[config.mk]
export PLATFORM = sky130hd
export DESIGN_NAME = dds_pdat_aligner
export DESIGN_NICKNAME = d
export VERILOG_FILES = /design/src/rtl/dds_pdat_aligner.sv
export SDC_FILE = /design/constraint.sdc
export NUM_CORES = 1
export LEC_CHECK = 0
export BUFFER_PORTS_ARGS = -buffer_cell sky130_fd_sc_hd__buf_2
export CAP_MARGIN = 10
export CORE_MARGIN = 4
export CORE_UTILIZATION = 39
export CTS_BUF_LIST = sky130_fd_sc_hd__clkbuf_8
export CTS_CLUSTER_DIAMETER = 30
export DETAILED_ROUTE_END_ITERATION = 16
export SETUP_SLACK_MARGIN = 0.3
export SLEW_MARGIN = 10
export SYNTH_ARGS = -nofsm -noshare
export SYNTH_HDL_FRONTEND = slang
export SYNTH_SLANG_ARGS = --single-unit
[constraint.sdc]
create_clock -name clk -period 21.7 [get_ports clk]
set_input_delay 2.17 -clock clk [delete_from_list [all_inputs] [get_ports clk]]
set_output_delay 2.17 -clock clk [all_outputs]
set_load 0.05 [all_outputs]
[src/rtl/dds_pdat_aligner.sv]
// Sample FIFO plus PDCLK-aligned release to the DDS parallel-data pins, with a programmable
// output delay, underflow sticky flag and a windowed PDCLK edge counter for clock monitoring.

module dds_pdat_fifo #(
  parameter int W_DAT = 16,
  parameter int DEPTH = 16
) (
  input  logic                   clk,
  input  logic                   rst,
  input  logic                   i_push,
  input  logic [W_DAT-1:0]       i_dat,
  input  logic                   i_pop,
  output logic [W_DAT-1:0]       o_head,
  output logic                   o_full,
  output logic                   o_empty,
  output logic [$clog2(DEPTH):0] o_level
);
  localparam int AW = $clog2(DEPTH);

  logic [W_DAT-1:0] r_mem [DEPTH];
  logic [AW-1:0]    r_wp;
  logic [AW-1:0]    r_rp;
  logic [AW:0]      r_level;

  // Pointers wrap naturally because DEPTH is a power of two.
  always_ff @(posedge clk or posedge rst) begin
    if (rst) begin
      for (int i = 0; i < DEPTH; i++) r_mem[i] <= '0;
      r_wp    <= '0;
      r_rp    <= '0;
      r_level <= '0;
    end else begin
      if (i_push) begin
        r_mem[r_wp] <= i_dat;
        r_wp        <= r_wp + AW'(1);
      end
      if (i_pop) r_rp <= r_rp + AW'(1);
      case ({i_push, i_pop})
        2'b10:   r_level <= r_level + (AW+1)'(1);
        2'b01:   r_level <= r_level - (AW+1)'(1);
        default: r_level <= r_level;
      endcase
    end
  end

  assign o_head  = r_mem[r_rp];
  assign o_full  = (r_level == (AW+1)'(DEPTH));
  assign o_empty = (r_level == '0);
  assign o_level = r_level;
endmodule

module dds_pdat_aligner #(
  parameter int W_DAT   = 16,
  parameter int DEPTH   = 16,
  parameter int N_SYNC  = 2,
  parameter int MAX_DLY = 4,
  parameter int W_WIN   = 8,
  parameter int W_CNT   = 8,
  localparam int W_DLY  = (MAX_DLY > 1) ? $clog2(MAX_DLY) : 1,
  localparam int W_LVL  = $clog2(DEPTH) + 1
) (
  input  logic             clk,
  input  logic             rst,
  input  logic [W_DAT-1:0] i_in_dat,
  input  logic             i_in_vld,
  output logic             o_in_rdy,
  input  logic             i_pdc,
  input  logic             i_pol,
  input  logic             i_en,
  input  logic [W_DLY-1:0] i_dly,
  input  logic             i_clr,
  output logic [W_DAT-1:0] o_pdat,
  output logic [W_LVL-1:0] o_level,
  output logic             o_unf,
  output logic [W_CNT-1:0] o_mon_cnt
);
  localparam int N_CH = (MAX_DLY > 1) ? MAX_DLY - 1 : 1;

  logic [N_SYNC-1:0] r_sync;
  logic              r_s;
  logic              r_s_d;
  logic              w_strobe;
  logic              w_full;
  logic              w_empty;
  logic              w_push;
  logic              w_pop;
  logic [W_DAT-1:0]  w_head;
  logic [W_DAT-1:0]  r_stage0;
  logic [W_DAT-1:0]  r_chain [N_CH];
  logic [W_DAT-1:0]  w_tap;
  logic [W_DAT-1:0]  r_pdat;
  logic              r_unf;
  logic [W_WIN-1:0]  r_win;
  logic [W_CNT-1:0]  r_cnt;
  logic [W_CNT-1:0]  w_cnt_nxt;
  logic [W_CNT-1:0]  r_mon;

  // s is registered after the polarity flip, so strobe is one clk after the last sync stage.
  always_ff @(posedge clk or posedge rst) begin
    if (rst) begin
      r_sync <= '0;
      r_s    <= 1'b0;
      r_s_d  <= 1'b0;
    end else begin
      r_sync <= {r_sync[N_SYNC-2:0], i_pdc};
      r_s    <= r_sync[N_SYNC-1] ^ i_pol;
      r_s_d  <= r_s;
    end
  end

  assign w_strobe = r_s & ~r_s_d;
  assign w_push   = i_in_vld & ~w_full;
  assign w_pop    = w_strobe & i_en & ~w_empty;
  assign o_in_rdy = ~w_full;

  dds_pdat_fifo #(
    .W_DAT (W_DAT),
    .DEPTH (DEPTH)
  ) u_fifo (
    .clk     (clk),
    .rst     (rst),
    .i_push  (w_push),
    .i_dat   (i_in_dat),
    .i_pop   (w_pop),
    .o_head  (w_head),
    .o_full  (w_full),
    .o_empty (w_empty),
    .o_level (o_level)
  );

  always_ff @(posedge clk or posedge rst) begin
    if (rst) begin
      r_stage0 <= '0;
      r_unf    <= 1'b0;
    end else begin
      if (w_strobe) begin
        if (!i_en)        r_stage0 <= '0;
        else if (!w_empty) r_stage0 <= w_head;
      end
      if (w_strobe && i_en && w_empty) r_unf <= 1'b1;
      else if (i_clr)                  r_unf <= 1'b0;
    end
  end

  // Out-of-range delay selects saturate onto the last tap.
  always_comb begin
    w_tap = r_stage0;
    for (int i = 1; i < MAX_DLY; i++) begin
      if ((int'(i_dly) == i) || ((i == MAX_DLY - 1) && (int'(i_dly) > i))) w_tap = r_chain[i-1];
    end
  end

  always_ff @(posedge clk or posedge rst) begin
    if (rst) begin
      for (int i = 0; i < N_CH; i++) r_chain[i] <= '0;
      r_pdat <= '0;
    end else begin
      r_chain[0] <= r_stage0;
      for (int i = 1; i < N_CH; i++) r_chain[i] <= r_chain[i-1];
      r_pdat <= w_tap;
    end
  end

  assign w_cnt_nxt = (w_strobe && (r_cnt != '1)) ? r_cnt + W_CNT'(1) : r_cnt;

  always_ff @(posedge clk or posedge rst) begin
    if (rst) begin
      r_win <= '0;
      r_cnt <= '0;
      r_mon <= '0;
    end else begin
      r_win <= r_win + W_WIN'(1);
      if (r_win == '1) begin
        r_mon <= w_cnt_nxt;
        r_cnt <= '0;
      end else begin
        r_cnt <= w_cnt_nxt;
      end
    end
  end

  assign o_pdat    = r_pdat;
  assign o_unf     = r_unf;
  assign o_mon_cnt = r_mon;
endmodule

==> results of run 1 <==
## metal layers
layer	part of all wire	up-vias	routed length [µm]	GRT usage
met2	0.47	199	16700	0.249
met4	0.018	0	628	0.0468
met5	0	-	0	0
li1	-	3931	-	-
met3	0.056	56	1960	0.0391
met1	0.45	4797	16100	0.229
## cell families (layout without fill, tap and decap cells)
| family | count (synthesis) | in the layout | synth area share |
|---|---|---|---|
| flip-flops | 378 | 378 | 0.575 |
| AND/OR/NAND/NOR | 97 | 97 | 0.0417 |
| buffers and inverters | 81 | 236 | 0.0297 |
| multiplexers | 373 | 373 | 0.312 |
| adder cells (fa/ha/maj) | 11 | 11 | 0.00837 |
| other | 0 | 1 | 0 |
| AO/OA/AOI/OAI | 46 | 46 | 0.0215 |
| XOR/XNOR | 21 | 21 | 0.0112 |
## worst max path at each step
stage                     cells after the start                       endpoint  from  slack (ns)
final                                         5   u_fifo.r_mem[73]$_DFFE_PP0P_   rst       17.02
after CTS                                     5   u_fifo.r_mem[14]$_DFFE_PP0P_   rst       16.85
after detailed placement                      5  u_fifo.r_mem[190]$_DFFE_PP0P_   rst       16.18
after floorplan                               1       o_mon_cnt[0]$_DFFE_PP0N_   rst        9.03
after global placement                        5  u_fifo.r_mem[158]$_DFFE_PP0P_   rst       16.26
after global routing                          5  u_fifo.r_mem[190]$_DFFE_PP0P_   rst       16.51
## registers in the layout, indices dropped and copies added (netlist names)
signal / cells
r_s_d: 1
u_fifo.o_level: 5
u_fifo.r_mem: 256
r_stage0: 16
o_pdat: 16
r_cnt: 8
o_unf: 1
r_sync: 2
u_fifo.r_rp: 4
r_s: 1
o_mon_cnt: 8
u_fifo.r_wp: 4
r_win: 8
r_chain: 48
## Yosys cell counts, types with 11 or more instances
| master | instances |
|---|---|
| sky130_fd_sc_hd__mux2_4 | 20 |
| sky130_fd_sc_hd__nand2_1 | 33 |
| sky130_fd_sc_hd__mux2i_1 | 35 |
| sky130_fd_sc_hd__clkbuf_1 | 26 |
| sky130_fd_sc_hd__nand3_4 | 12 |
| sky130_fd_sc_hd__buf_2 | 15 |
| sky130_fd_sc_hd__o221ai_1 | 16 |
| sky130_fd_sc_hd__mux4_2 | 80 |
| sky130_fd_sc_hd__nor2_1 | 15 |
| sky130_fd_sc_hd__buf_6 | 14 |
| sky130_fd_sc_hd__dfrtp_1 | 378 |
| sky130_fd_sc_hd__ha_1 | 11 |
| sky130_fd_sc_hd__mux2_2 | 228 |
| sky130_fd_sc_hd__xor2_1 | 12 |
## through the flow
step	setup slack [ns]	instances	hold WS, ns	instance area [µm²]
final	17.02	1695	0.345	19100
after global routing	16.51	1694	0.355	19100
after CTS	16.85	1694	0.346	19100
after detailed placement	16.18	1531	0.336	17000
after global placement	16.26	1531	0.332	17000
after floorplan	9.03	1007	0.331	16400
## worst max-delay path: cells and delay by family
family	cells	cell delay, ns
buf+inv	5	3.04
## layout make-up
cell class / instances / area, µm²
tap: 532 / 666
timing repair buffer: 64 / 343
inverter: 9 / 41.3
antenna: 1 / 2.50
multi-input combinational: 548 / 6490
clock buffer: 109 / 1500
clock inverter: 54 / 577
fill: 3702 / 22200
sequential: 378 / 9470
## where the power goes
| part | leakage [µW] | total, µW | internal [µW] | switching, µW |
|---|---|---|---|---|
| Combinational | 0.00281 | 873 | 492 | 381 |
| Sequential | 0.00476 | 1200 | 1010 | 190 |
| Clock | 0.00111 | 926 | 598 | 328 |
==> out/results.md, run 1 <==
Placed design
• 0.751 — routability congestion estimate
• 55 — # port buffers
• 19.8 mm — detailed placer's ending HPWL

Layout
• 1,125 — net count reported at finish
• 16.1% — synthesis-to-finish area growth
• 0.489 — share of layout cells above drive strength 1
• 0.462 — final core utilization
• sky130_fd_sc_hd__dfrtp_1 — leading cell type in the layout, fill and taps excluded
• sky130_fd_sc_hd__dfrtp_1, sky130_fd_sc_hd__mux2_2, sky130_fd_sc_hd__clkbuf_8 — commonest cells after routing, fill and taps aside

Job
• 0 — total of max-cap violations

Clocking
• done — CTS tree
• 88 — TritonCTS Buffers
• 0 — CTS Hold Buffers Added
• sky130_fd_sc_hd__clkbuf_8 — clk root buf
• 3 — H-Tree Level Count
• 0 — number of setup buffers added after CTS
• 0.05 ns — clock-pin slew reported for the worst setup and hold paths after clock tree synthesis
• 0 — Resize count post-CTS
• 378 — Num Clock Sinks
• 3 — maximum clock insertion buffer count
• 0.61 ns — clock insertion delay at the later pin of the skew report

Critical path
• 22.35 ns — worst endpoint required time
• sky130_fd_sc_hd__buf_4 — cell with the biggest individual delay on the critical path
• u_fifo.o_level[4]$_DFFE_PP0P_ — worst reg2reg endpoint
• async pin — crit end category
• input pin to async pin — critical path type
• 18.78 ns — worst-case register-to-register setup slack
• 5.33 ns — data arrival time of the worst path
• input pin — startpoint class of the critical path
• 95 — biggest fanout along the worst timing path
• u_fifo.o_level[1]$_DFFE_PP0P_ — launch instance of the worst register-to-register path
• buf_2 -> inv_8 -> buf_4 -> buf_4 -> buf_4 — cell chain of the critical path
• 11 — number of cells on the worst reg-to-reg path
• sky130_fd_sc_hd__buf_4 — cell with the most instances on the worst path
• 0.87 ns — biggest cell delay along the critical path

Timing
• 0 ns — post-route setup TNS
• 4.68 ns — final critical-path required period
• 0 — number of endpoints failing setup at the final stage
• false — unrepaired setup endpoints after global routing
• 1.14 ns — slew at the pin with the worst max-slew slack
• 214 MHz — peak clock frequency supported by timing
• 0.0213 ns — Worst Skew
• 0.238 — worst relative slew slack
• 0 — number of hold violations in the final report
• 0 — number of max-slew violations in the final report
• 0.216 — share of the clock period used by the worst path after layout

Worst hold path
• flip-flop to flip-flop — type of the worst min-delay path
• r_sync[1]$_DFF_PP0_ — WHS Endpoint
• 0 — hold path depth
• r_sync[0]$_DFF_PP0_ — startpoint of the most critical hold path

Synth
• 1,043 — Post-Synthesis Net Count
• 1.00 — fraction of registers with async set/reset
• 0.575 — post-synth top area share
• 1,007 — cells after synthesis
• sky130_fd_sc_hd__dfrtp_1 — Yosys top cell by area
• sky130_fd_sc_hd__dfrtp_1, sky130_fd_sc_hd__mux2_2, sky130_fd_sc_hd__mux4_2 — cell types with the largest area share after synthesis
• 0 — Yosys warning count
• 0 — number of synthesized flops with an enable pin
• sky130_fd_sc_hd__dfrtp_1 — Most used DFF post-synth
• 0.575 — sequential area share after synthesis
• 54 — unique cell type count in the Yosys netlist
• 0.0164 mm² — total standard cell area after synthesis
• 378 — number of synthesized register bits
• 16.3 µm² — post-synthesis average cell area

Drt
• 5.30 — number of vias per cell
• 0 — post-route antenna net violation count
• 4 — router iterations before antenna repair
• 8,983 — vias
• 35.4 mm — routed wire length
• 548 — count of routing violations after the opening detailed-route iteration
• 0 — final routed DRC violation total
• 20.9 µm — wire per inst

Pwr
• 0.0000765 V — largest voltage drop on the vdd net
• 157 mW/mm² — areal power density over the cells
• 3000 µW — Final Power
• 0.00868 µW — reported leakage power

Floorplanning
• 74 — std cell rows
• 0.0413 mm² — floorplan core area
• 213 µm — die width
• 213 µm — die height
• 56 — number of ports placed on the die boundary
• 0.0455 mm² — die outline area
• 0.398 — Initial Utilization

Global route
• 56.2 mm — first-pass GRT wire length
• 0 — final global-route overflow total
• 96 — largest net degree at the start of global routing
• 0.161 — GR Util All Layers
• 9,534 — via count of the first global-routing pass
• 1 — number of antenna violations at the first check in global routing

Run status
• finished clean — run status

Note: power is estimated with default switching activity, not from simulation.
==> run 2, diff against run 1 <==
Clock period 21.7 ns to 4.5 ns, I/O delays scaled along.
==> out/results.md, run 2 (same netlist as run 1, synthesis figures left out) <==
Run status
• finished clean — run status

Drt
• 4 — router iterations before antenna repair
• 35.6 mm — routed wire length
• 5.21 — number of vias per cell
• 20.9 µm — wire per inst
• 0 — final routed DRC violation total
• 498 — count of routing violations after the opening detailed-route iteration
• 8,878 — vias
• 0 — post-route antenna net violation count

Timing
• 0.227 — worst relative slew slack
• 2.72 ns — final critical-path required period
• 0.0375 ns — Worst Skew
• 0 — number of endpoints failing setup at the final stage
• false — unrepaired setup endpoints after global routing
• 0 ns — post-route setup TNS
• 367 MHz — peak clock frequency supported by timing
• 0.605 — share of the clock period used by the worst path after layout
• 0 — number of hold violations in the final report
• 0 — number of max-slew violations in the final report
• 1.78 ns — setup slack after layout
• 1.16 ns — slew at the pin with the worst max-slew slack

Critical path
• sky130_fd_sc_hd__nand4_2 — cell with the biggest individual delay on the critical path
• 0.68 ns — biggest cell delay along the critical path
• 16 — biggest fanout along the worst timing path
• simple AND/OR/NAND/NOR gates — largest delay contributor family on the critical path
• flip-flop — crit end category
• nor4_4 -> a21boi_4 -> buf_4 -> nand4_2 -> mux2_2 — cell chain of the critical path
• 1 — Critical path buffers and inverters
• 3.22 ns — data arrival time of the worst path
• 5.00 ns — worst endpoint required time
• flip-flop — startpoint class of the critical path
• flip-flop to flip-flop — critical path type
• 1.78 ns — worst-case register-to-register setup slack

Clocking
• sky130_fd_sc_hd__clkbuf_8 — clk root buf
• 3 — H-Tree Level Count
• 0 — number of setup buffers added after CTS
• 3 — maximum clock insertion buffer count
• 90 — TritonCTS Buffers
• 0.65 ns — clock insertion delay at the later pin of the skew report
• 0.05 ns — clock-pin slew reported for the worst setup and hold paths after clock tree synthesis
• done — CTS tree
• 378 — Num Clock Sinks

Floorplanning
• 213 µm — die height
• 0.398 — Initial Utilization
• 0.0455 mm² — die outline area
• 56 — number of ports placed on the die boundary
• 74 — std cell rows
• 0.0413 mm² — floorplan core area
• 213 µm — die width

Layout
• sky130_fd_sc_hd__dfrtp_1, sky130_fd_sc_hd__mux2_2, sky130_fd_sc_hd__clkbuf_8 — commonest cells after routing, fill and taps aside
• 1,134 — net count reported at finish
• u_fifo.r_mem x256, r_chain x48 — registers with the most flip-flops
• 16.9% — synthesis-to-finish area growth
• sky130_fd_sc_hd__dfrtp_1 — leading cell type in the layout, fill and taps excluded
• u_fifo.r_mem — register bank with the most flops
• 256 — Largest register FFs
• 3,621 — # fillers
• 0.493 — share of layout cells above drive strength 1

Global route
• 0.163 — GR Util All Layers
• 3 — number of antenna violations at the first check in global routing
• 9,643 — via count of the first global-routing pass
• 0 — final global-route overflow total
• 116 — largest net degree at the start of global routing
• 56.7 mm — first-pass GRT wire length

Pwr
• 756 mW/mm² — areal power density over the cells
• 0.00870 µW — reported leakage power
• 0.000301 V — largest voltage drop on the vdd net

Job
• 0 — total of max-cap violations

Placed design
• 55 — # port buffers
• 20.2 mm — detailed placer's ending HPWL
• 0.727 — routability congestion estimate
• 1.72 ns — Post-Place Setup Slack

Worst hold path
• input pin to async pin — type of the worst min-delay path

[run 2: cell types whose count changed in the layout (fill, tap and decap cells not counted), moves of 2 or more]
cell,delta
sky130_fd_sc_hd__clkinv_4,+4
sky130_fd_sc_hd__clkinvlp_4,+4
sky130_fd_sc_hd__clkbuf_8,-3
sky130_fd_sc_hd__buf_12,+5
sky130_fd_sc_hd__inv_1,-4
sky130_fd_sc_hd__clkinv_2,-3
sky130_fd_sc_hd__inv_8,+2
sky130_fd_sc_hd__dlygate4sd3_1,+3
[run 2: cell type report]
cell class	instances	area [µm²]	area share
Antenna cell	2	5.00	0.000260
Clock buffer	106	1460	0.0759
Clock inverter	58	633	0.0329
Inverter	9	37.5	0.00195
Multi-Input combinational cell	548	6490	0.338
Sequential cell	378	9470	0.492
Tap cell	532	666	0.0346
Timing Repair Buffer	71	465	0.0242
[run 2: stage by stage]
step,power (µW),area [µm²],util,hold WS (ns),cells
6_report,14500,19200,0.466,0.0354,1704
5_1_grt,15400,19200,0.465,0.0779,1702
4_1_cts,14700,19200,0.465,0.0199,1702
3_5_place_dp,10100,17100,0.414,0.341,1535
3_3_place_gp,9980,17100,0.414,0.332,1535
2_1_floorplan,9150,16400,-,0.331,1007
[run 2: routing by layer]
layer	part of all wire	global-route usage
met1	0.45	0.219
met2	0.48	0.264
met3	0.046	0.0403
met4	0.016	0.0499
met5	0.00056	0
[run 2: report_power, final]
group / internal, µW / total (µW) / switching, µW
Sequential: 4880 / 5910 / 1030
Clock: 2820 / 4530 / 1710
Combinational: 2400 / 4100 / 1700
Total: 10100 / 14500 / 4450
[run 2: what timing repair did]
action                                 4_1_cts  5_1_grt
hold buffers                                 3        0
endpoints found under the hold margin        3        0
gates resized for setup                      0        0
[run 2: path summary, 6_finish.rpt]
kind / start / to / cells after the start
max: u_fifo.o_level[1]$_DFFE_PP0P_ / u_fifo.r_mem[13]$_DFFE_PP0P_ / 5
max reg2reg: u_fifo.o_level[1]$_DFFE_PP0P_ / u_fifo.r_mem[13]$_DFFE_PP0P_ / 5
min in group clk: i_en / o_unf$_DFFE_PP0P_ / 3
min reg2reg: r_sync[0]$_DFF_PP0_ / r_sync[1]$_DFF_PP0_ / 0
max in group asynchronous: rst / r_chain[38]$_DFF_PP0_ / 3
min: rst / u_fifo.r_mem[156]$_DFFE_PP0P_ / 2
